<file path="config.mk">
export PLATFORM = sky130hd
export DESIGN_NAME = reg_ronly_bank_flat
export DESIGN_NICKNAME = d
export VERILOG_FILES = /design/src/rtl/reg_ronly_bank_if.sv /design/src/rtl/reg_ronly_bank.sv /design/src/flat_wrapper.sv
export SDC_FILE = /design/constraint.sdc
export NUM_CORES = 1
export LEC_CHECK = 0
export ABC_AREA = 1
export BUFFER_PORTS_ARGS = -buffer_cell sky130_fd_sc_hd__buf_2
export CAP_MARGIN = 20
export CORE_MARGIN = 2
export CORE_UTILIZATION = 50
export DETAILED_ROUTE_END_ITERATION = 10
export GPL_TIMING_DRIVEN = 0
export PLACE_DENSITY = 0.78
export SLEW_MARGIN = 20
export SYNTH_ARGS = -nofsm -noshare
export SYNTH_HDL_FRONTEND = slang
export SYNTH_SLANG_ARGS = --single-unit
</file>
<file path="constraint.sdc">
create_clock -name clk -period 0.9 [get_ports clk]
set_clock_uncertainty 0.1 [all_clocks]
set_input_delay 0.045 -clock clk [delete_from_list [all_inputs] [get_ports clk]]
set_output_delay 0.045 -clock clk [all_outputs]
set_load 0.02 [all_outputs]
</file>
<file path="src/rtl/reg_ronly_bank_if.sv">
// ---------------------------------------------------------------------------
// reg_ronly_bank_if
// Core-bus read port of the read-only register bank.
//   re     : read enable, driven by the bus master
//   raddr  : channel select, valid while re=1
//   rdata  : combinational read data returned by the bank
// Modports: master (core side), slave (register bank side).
// ---------------------------------------------------------------------------
interface reg_ronly_bank_if #(
    parameter int AW = 2,
    parameter int BW = 8
);
    logic          re;
    logic [AW-1:0] raddr;
    logic [BW-1:0] rdata;

    modport master (output re, output raddr, input  rdata);
    modport slave  (input  re, input  raddr, output rdata);
endinterface

</file>
<file path="src/rtl/reg_ronly_bank.sv">
// ---------------------------------------------------------------------------
// reg_ronly_bank
// Bank of CH read-only peripheral registers, BW bits each. Each channel is
// either LEVEL (tracks its input, frozen while being read) or STICKY
// (accumulates rising edges, cleared by the read that returns them).
// Ports:
//   clk, rst_n : clock, asynchronous active-low reset
//   datain     : CH*BW peripheral inputs, channel k at [k*BW +: BW]
//   bus        : read port (re, raddr, rdata), slave side
//   irq        : registered OR of every STICKY channel register
// ---------------------------------------------------------------------------
module reg_ronly_bank #(
    parameter int              BW     = 8,
    parameter int              CH     = 4,
    parameter int              AW     = 2,
    parameter logic [CH-1:0]   STICKY = {CH{1'b0}}
) (
    input  logic               clk,
    input  logic               rst_n,
    input  logic [CH*BW-1:0]   datain,
    reg_ronly_bank_if.slave    bus,
    output logic               irq
);

    logic [CH-1:0] sel;       // channel selected this cycle
    logic [CH-1:0] sel_q;     // channel selected last cycle
    logic [CH-1:0] read_end;  // selection just ended

    logic [BW-1:0] data_q [CH];
    logic [BW-1:0] pend_q [CH];  // events seen while a read was in progress
    logic [BW-1:0] prev_q [CH];  // previous input, for edge detection
    logic [BW-1:0] data_d [CH];
    logic [BW-1:0] pend_d [CH];
    logic [BW-1:0] rise   [CH];
    logic          irq_d;

    // An address at or above CH matches no k, so an out-of-range read
    // selects nothing and leaves every channel untouched.
    // NOTE: every combinational output gets a default before the loop so no
    // path leaves it unassigned, which would infer a latch.
    always_comb begin
        sel      = '0;
        read_end = '0;
        for (int k = 0; k < CH; k++) begin
            sel[k]      = bus.re && (bus.raddr == AW'(k));
            read_end[k] = sel_q[k] && !sel[k];
        end
    end

    always_comb begin
        bus.rdata = '0;
        for (int k = 0; k < CH; k++) begin
            if (sel[k]) begin
                bus.rdata = data_q[k];
            end
        end
    end

    always_comb begin
        irq_d = 1'b0;
        for (int k = 0; k < CH; k++) begin
            rise[k]   = datain[k*BW +: BW] & ~prev_q[k];
            data_d[k] = data_q[k];
            pend_d[k] = '0;
            if (STICKY[k]) begin
                if (sel[k]) begin
                    // Frozen for the bus; park new events until the read ends.
                    pend_d[k] = pend_q[k] | rise[k];
                end else if (read_end[k]) begin
                    // Clear what was returned; new events win over the clear.
                    data_d[k] = pend_q[k] | rise[k];
                end else begin
                    data_d[k] = data_q[k] | pend_q[k] | rise[k];
                end
                irq_d = irq_d | (|data_d[k]);
            end else if (!sel[k]) begin
                data_d[k] = datain[k*BW +: BW];
            end
        end
    end

    // NOTE: all state is updated with non-blocking assignments so every
    // register samples the pre-edge values regardless of statement order.
    // NOTE: the register arrays are small flop banks, not RAM, so they are
    // cleared by the asynchronous reset like any other state.
    always_ff @(posedge clk or negedge rst_n) begin
        if (!rst_n) begin
            for (int k = 0; k < CH; k++) begin
                data_q[k] <= '0;
                pend_q[k] <= '0;
                prev_q[k] <= '0;
            end
            sel_q <= '0;
            irq   <= 1'b0;
        end else begin
            for (int k = 0; k < CH; k++) begin
                data_q[k] <= data_d[k];
                pend_q[k] <= pend_d[k];
                prev_q[k] <= datain[k*BW +: BW];
            end
            sel_q <= sel;
            irq   <= irq_d;
        end
    end

endmodule
</file>
<file path="src/flat_wrapper.sv">
// flat-port wrapper written by rule: the top's interface ports become plain ports
module reg_ronly_bank_flat 
#(
    parameter int              BW     = 8,
    parameter int              CH     = 4,
    parameter int              AW     = 2,
    parameter logic [CH-1:0]   STICKY = {CH{1'b0}}
)
  (clk, rst_n, datain, irq, bus_re, bus_raddr, bus_rdata);
  reg_ronly_bank_if #(.AW(AW), .BW(BW)) bus_i ();
  input  logic clk;
  input  logic rst_n;
  input  logic [CH*BW-1:0] datain;
  output logic irq;
  input wire logic [$bits(bus_i.re)-1:0] bus_re;
  input wire logic [$bits(bus_i.raddr)-1:0] bus_raddr;
  output wire logic [$bits(bus_i.rdata)-1:0] bus_rdata;
  assign bus_i.re = bus_re;
  assign bus_i.raddr = bus_raddr;
  assign bus_rdata = bus_i.rdata;
  reg_ronly_bank #(.BW(BW), .CH(CH), .AW(AW), .STICKY(STICKY)) u_core (.clk(clk), .rst_n(rst_n), .datain(datain), .bus(bus_i), .irq(irq));
endmodule
</file>
After elaboration in Yosys (flattened, before gate mapping). Cells that the tools add are included.

Reductions and logical operators: 5. Eq/ne operators: 3. Multiplexer cells: 4.

Operators by type and width (number): $mux 8 (4); $eq 2x2->1 const B (2); $logic_and 1x1->1 (4); $eq 2x1->1 const B (1); $logic_not 2->1 (1).

Output and inout port bits: 9. Word-level logic and storage cells: 16. Flip-flop bits (word level): 32.

Longest topological paths before layout.
Word-level depth: 6. Gate-level depth with buffers: 4. Depth with buffers taken out: 3.

Least setup slack after synthesis. No wires, ideal clock.

Path kind: input to register. Start: in bus_re. End: reg u_core.data_q[0] (netlist name). Slack: 0.009 ns. Stages: 4. Library setup time: 0.131 ns. Arrival time: 0.660 ns. Buffers on the path: 1. Path through: buf_2 -> inv_2 -> nor3_4 -> o21ai_2.

Longest elaborated chain between the ends: 1.

Ends and longest elaborated chain: start: declaration (line flat_wrapper.sv:15) `input wire logic [$bits(bus_i.re)-1:0] bus_re;`; $logic_and 1x1->1 (line reg_ronly_bank.sv:45) `sel[k] = bus.re && (bus.raddr == AW'(k));`; end signal: indexed assignment (line reg_ronly_bank.sv:97) `data_q[k] <= data_d[k];`; end: declaration (line reg_ronly_bank.sv:29) `logic [BW-1:0] data_q [CH];`.

No other way between the ends. A chain may end at the register's enable or synchronous reset.

Worst setup path after layout.
Start: reg u_core.data_q[17] (netlist name). End: out bus_rdata[1].

Longest elaborated chain between the ends: 3.

Ends and longest elaborated chain: $mux 8 (3 in a row) (line reg_ronly_bank.sv:53) `if (sel[k]) begin`; end: declaration (line flat_wrapper.sv:17) `output wire logic [$bits(bus_i.rdata)-1:0] bus_rdata;`.

No other way between the ends.

==> impl_metrics.toml <==
[synth]
synthDominantCellAreaShare_pct = 53.4
ys_top_cells_by_count = "32 x dfrtp_1, 32 x inv_1, 32 x nand4_1"
synth_area_per_cell_um2 = 9.74
synthArstFlopShare_pct = 100
ys_seq_area_share_pct = 53.4
synth_area_leaders = "dfrtp_1 53%, nand4_1 13%, o21ai_0 8.0%"
synth_edf_count = 0
ys.flop_type = "dfrtp_1"
synth_warnings = 0
syn_area_um2 = 1500
synth-seq-cells = 32
ys_types = 12
synth_top_cell_by_area = "dfrtp_1"
syn_nets = 191
syn_inst = 154

[worst_setup_path]
r2r_setup_slack_ns = 0
startpoint_type = "register"
cp.required_ns = 0.75
crit_type = "reg2out"
worstSetupEndpointType = "primary output"
crit_fanout = 2
arrival_ns = 1.17
r2r-end = "u_core.data_q[7]"
r2r-start = "u_core.data_q[7]"
rr_worst_depth = 3

[outcome]
violations = "DRC, hold timing, setup timing"
status = "complete, but fails checks"

[clock_network]
cts_buffer_depth = 2
htreeDepth = 2
cts_sinks = 32
clock_latency_ns = 0.32
cts_buffers = 5
path_clk_slew_ns = 0.10
ctsHoldBuffers = 32
root_buffer = "clkbuf_4"
cts_tree = "yes"

[cells_and_area]
top_regs = "u_core.data_q: 32 flops"
n_antenna_cell = 0
top_register = "u_core.data_q"
nets = 283
largest_reg_flops = 32
fillers = 179
synthToLayoutAreaGrowth_pct = 51.5
drive_gt1_share_pct = 37.7

[placement]
dp_hpwl_um = 2730
gp_congestion = 0.841
io_buffers = 43
dp_worst_setup_slack_ns = -0.271

[power_and_ir_drop]
vdd_drop_max_mv = 0.990
leakage_nw = 1.14
p_per_area_nw_per_um2 = 1360
p_total_mw = 3.09

[sta]
setup_viol = 8
hold_viol = 33
drv_slew = 0
fin_ws_ns = -0.420
worst_pin_slew_ns = 0.709
rsz0062_at_grt = "true"
clock.fmax_ghz = 0.758
hold_slack_ns = -0.353
max_slew_margin_pct = 52.7
min_period_ns = 1.32
period_share_pct = 147

[run]
drv_cap = 0

[global_route]
grt_pass1_wl_um = 7400
grt_util_all_layers_pct = 29.5
grt_pass1_vias = 1619
antenna_found_initial = 0
grt-ovfl-total = 0
grt_max_degree = 33

[route]
routedWlPerCell_um = 16.3
drt_iter0_drc = 101
routed_wl_um = 4520
ant_nets = 0
drc = 3
dr_total_vias = 1574
via_per_inst = 5.66
first_pass_iters = 8

[hold_path]
hold_class = "in2async"

[die]
ios = 46
num_rows = 19
die_h_um = 58.8
initial_utilization_pct = 53.5
core_um2 = 2810
dieArea_um2 = 3450
die_w_um = 58.8
## stage by stage
step           instances  util, %  instance area [um2]  setup TNS [ns]
6_report             278     81.0                 2270           -2.97
5_1_grt              278     81.0                 2270           -3.44
4_1_cts              277     80.0                 2240           -2.73
3_5_place_dp         228     62.5                 1750           -6.51
3_3_place_gp         228     62.5                 1750           -5.40
2_1_floorplan        154        -                 1500               0
## where the power goes
| part | switching [mW] | total, mW | internal, mW |
|---|---|---|---|
| clock network | 0.473 | 0.858 | 0.385 |
| registers | 0.0386 | 1.58 | 1.54 |
| logic | 0.345 | 0.650 | 0.305 |
## how the worst max path moves through the flow
| stage | startpoint | end | slack [ns] |
|---|---|---|---|
| after floorplan | bus_re | u_core.data_q[0] | 0.009 |
| after global placement | bus_raddr[1] | bus_rdata[7] | -0.25 |
| after detailed placement | bus_raddr[1] | bus_rdata[0] | -0.27 |
| after CTS | u_core.data_q[11] | bus_rdata[3] | -0.35 |
| after global routing | u_core.data_q[11] | bus_rdata[3] | -0.44 |
| final | u_core.data_q[17] | bus_rdata[1] | -0.42 |
## critical path, cell delays in order, from the launching register on
cell and delay [ns]:
dfrtp_1 0.39, nand4_1 0.14, nand4_1 0.15, buf_6 0.17
## layer usage
metal / up-vias / global-route usage [%] / wire length (um)
met4: 0 / 14.9 / 170
met2: 95 / 51.1 / 2350
met1: 745 / 33.8 / 1640
met3: 22 / 6.81 / 358
li1: 712 / - / -
met5: - / 0 / 0
## logic make-up after synthesis
logic type,Yosys count,share of synthesized area [%]
buf+inv,44,12.6
flops,32,53.4
simple gates,45,21.1
compound gates,32,12.7
other cells,1,0.250
## layout by cell type, fill, tap and decap left out, types with 2 or more instances in the layout
cell type / count
buf_4: 21
clkbuf_1: 2
o21ai_0: 21
dlygate4sd3_1: 32
o21ai_2: 10
inv_1: 32
dfrtp_1: 32
nand4_1: 32
nor3_4: 4
clkbuf_4: 5
nand3_2: 7
buf_2: 40
inv_2: 3
## cell type report
class                      count  area [um2]  area share (%)
multi-input combinational     78         553            24.3
inverter                      35         131            5.78
timing repair buffer          85         632            27.8
buffer                         9        57.6            2.53
tap                           31        38.8            1.71
clock buffer                   8        58.8            2.59
sequential                    32         801            35.2
## what timing repair did
| action | CTS | global route |
|---|---|---|
| pin swaps | 13 | 3 |
| endpoints found under the setup margin | 8 | 15 |
| hold endpoints to repair | 64 | 32 |
| resized for setup | 12 | 8 |
| setup buffers | 9 | 4 |
Note: power is estimated with default switching activity, not from simulation.
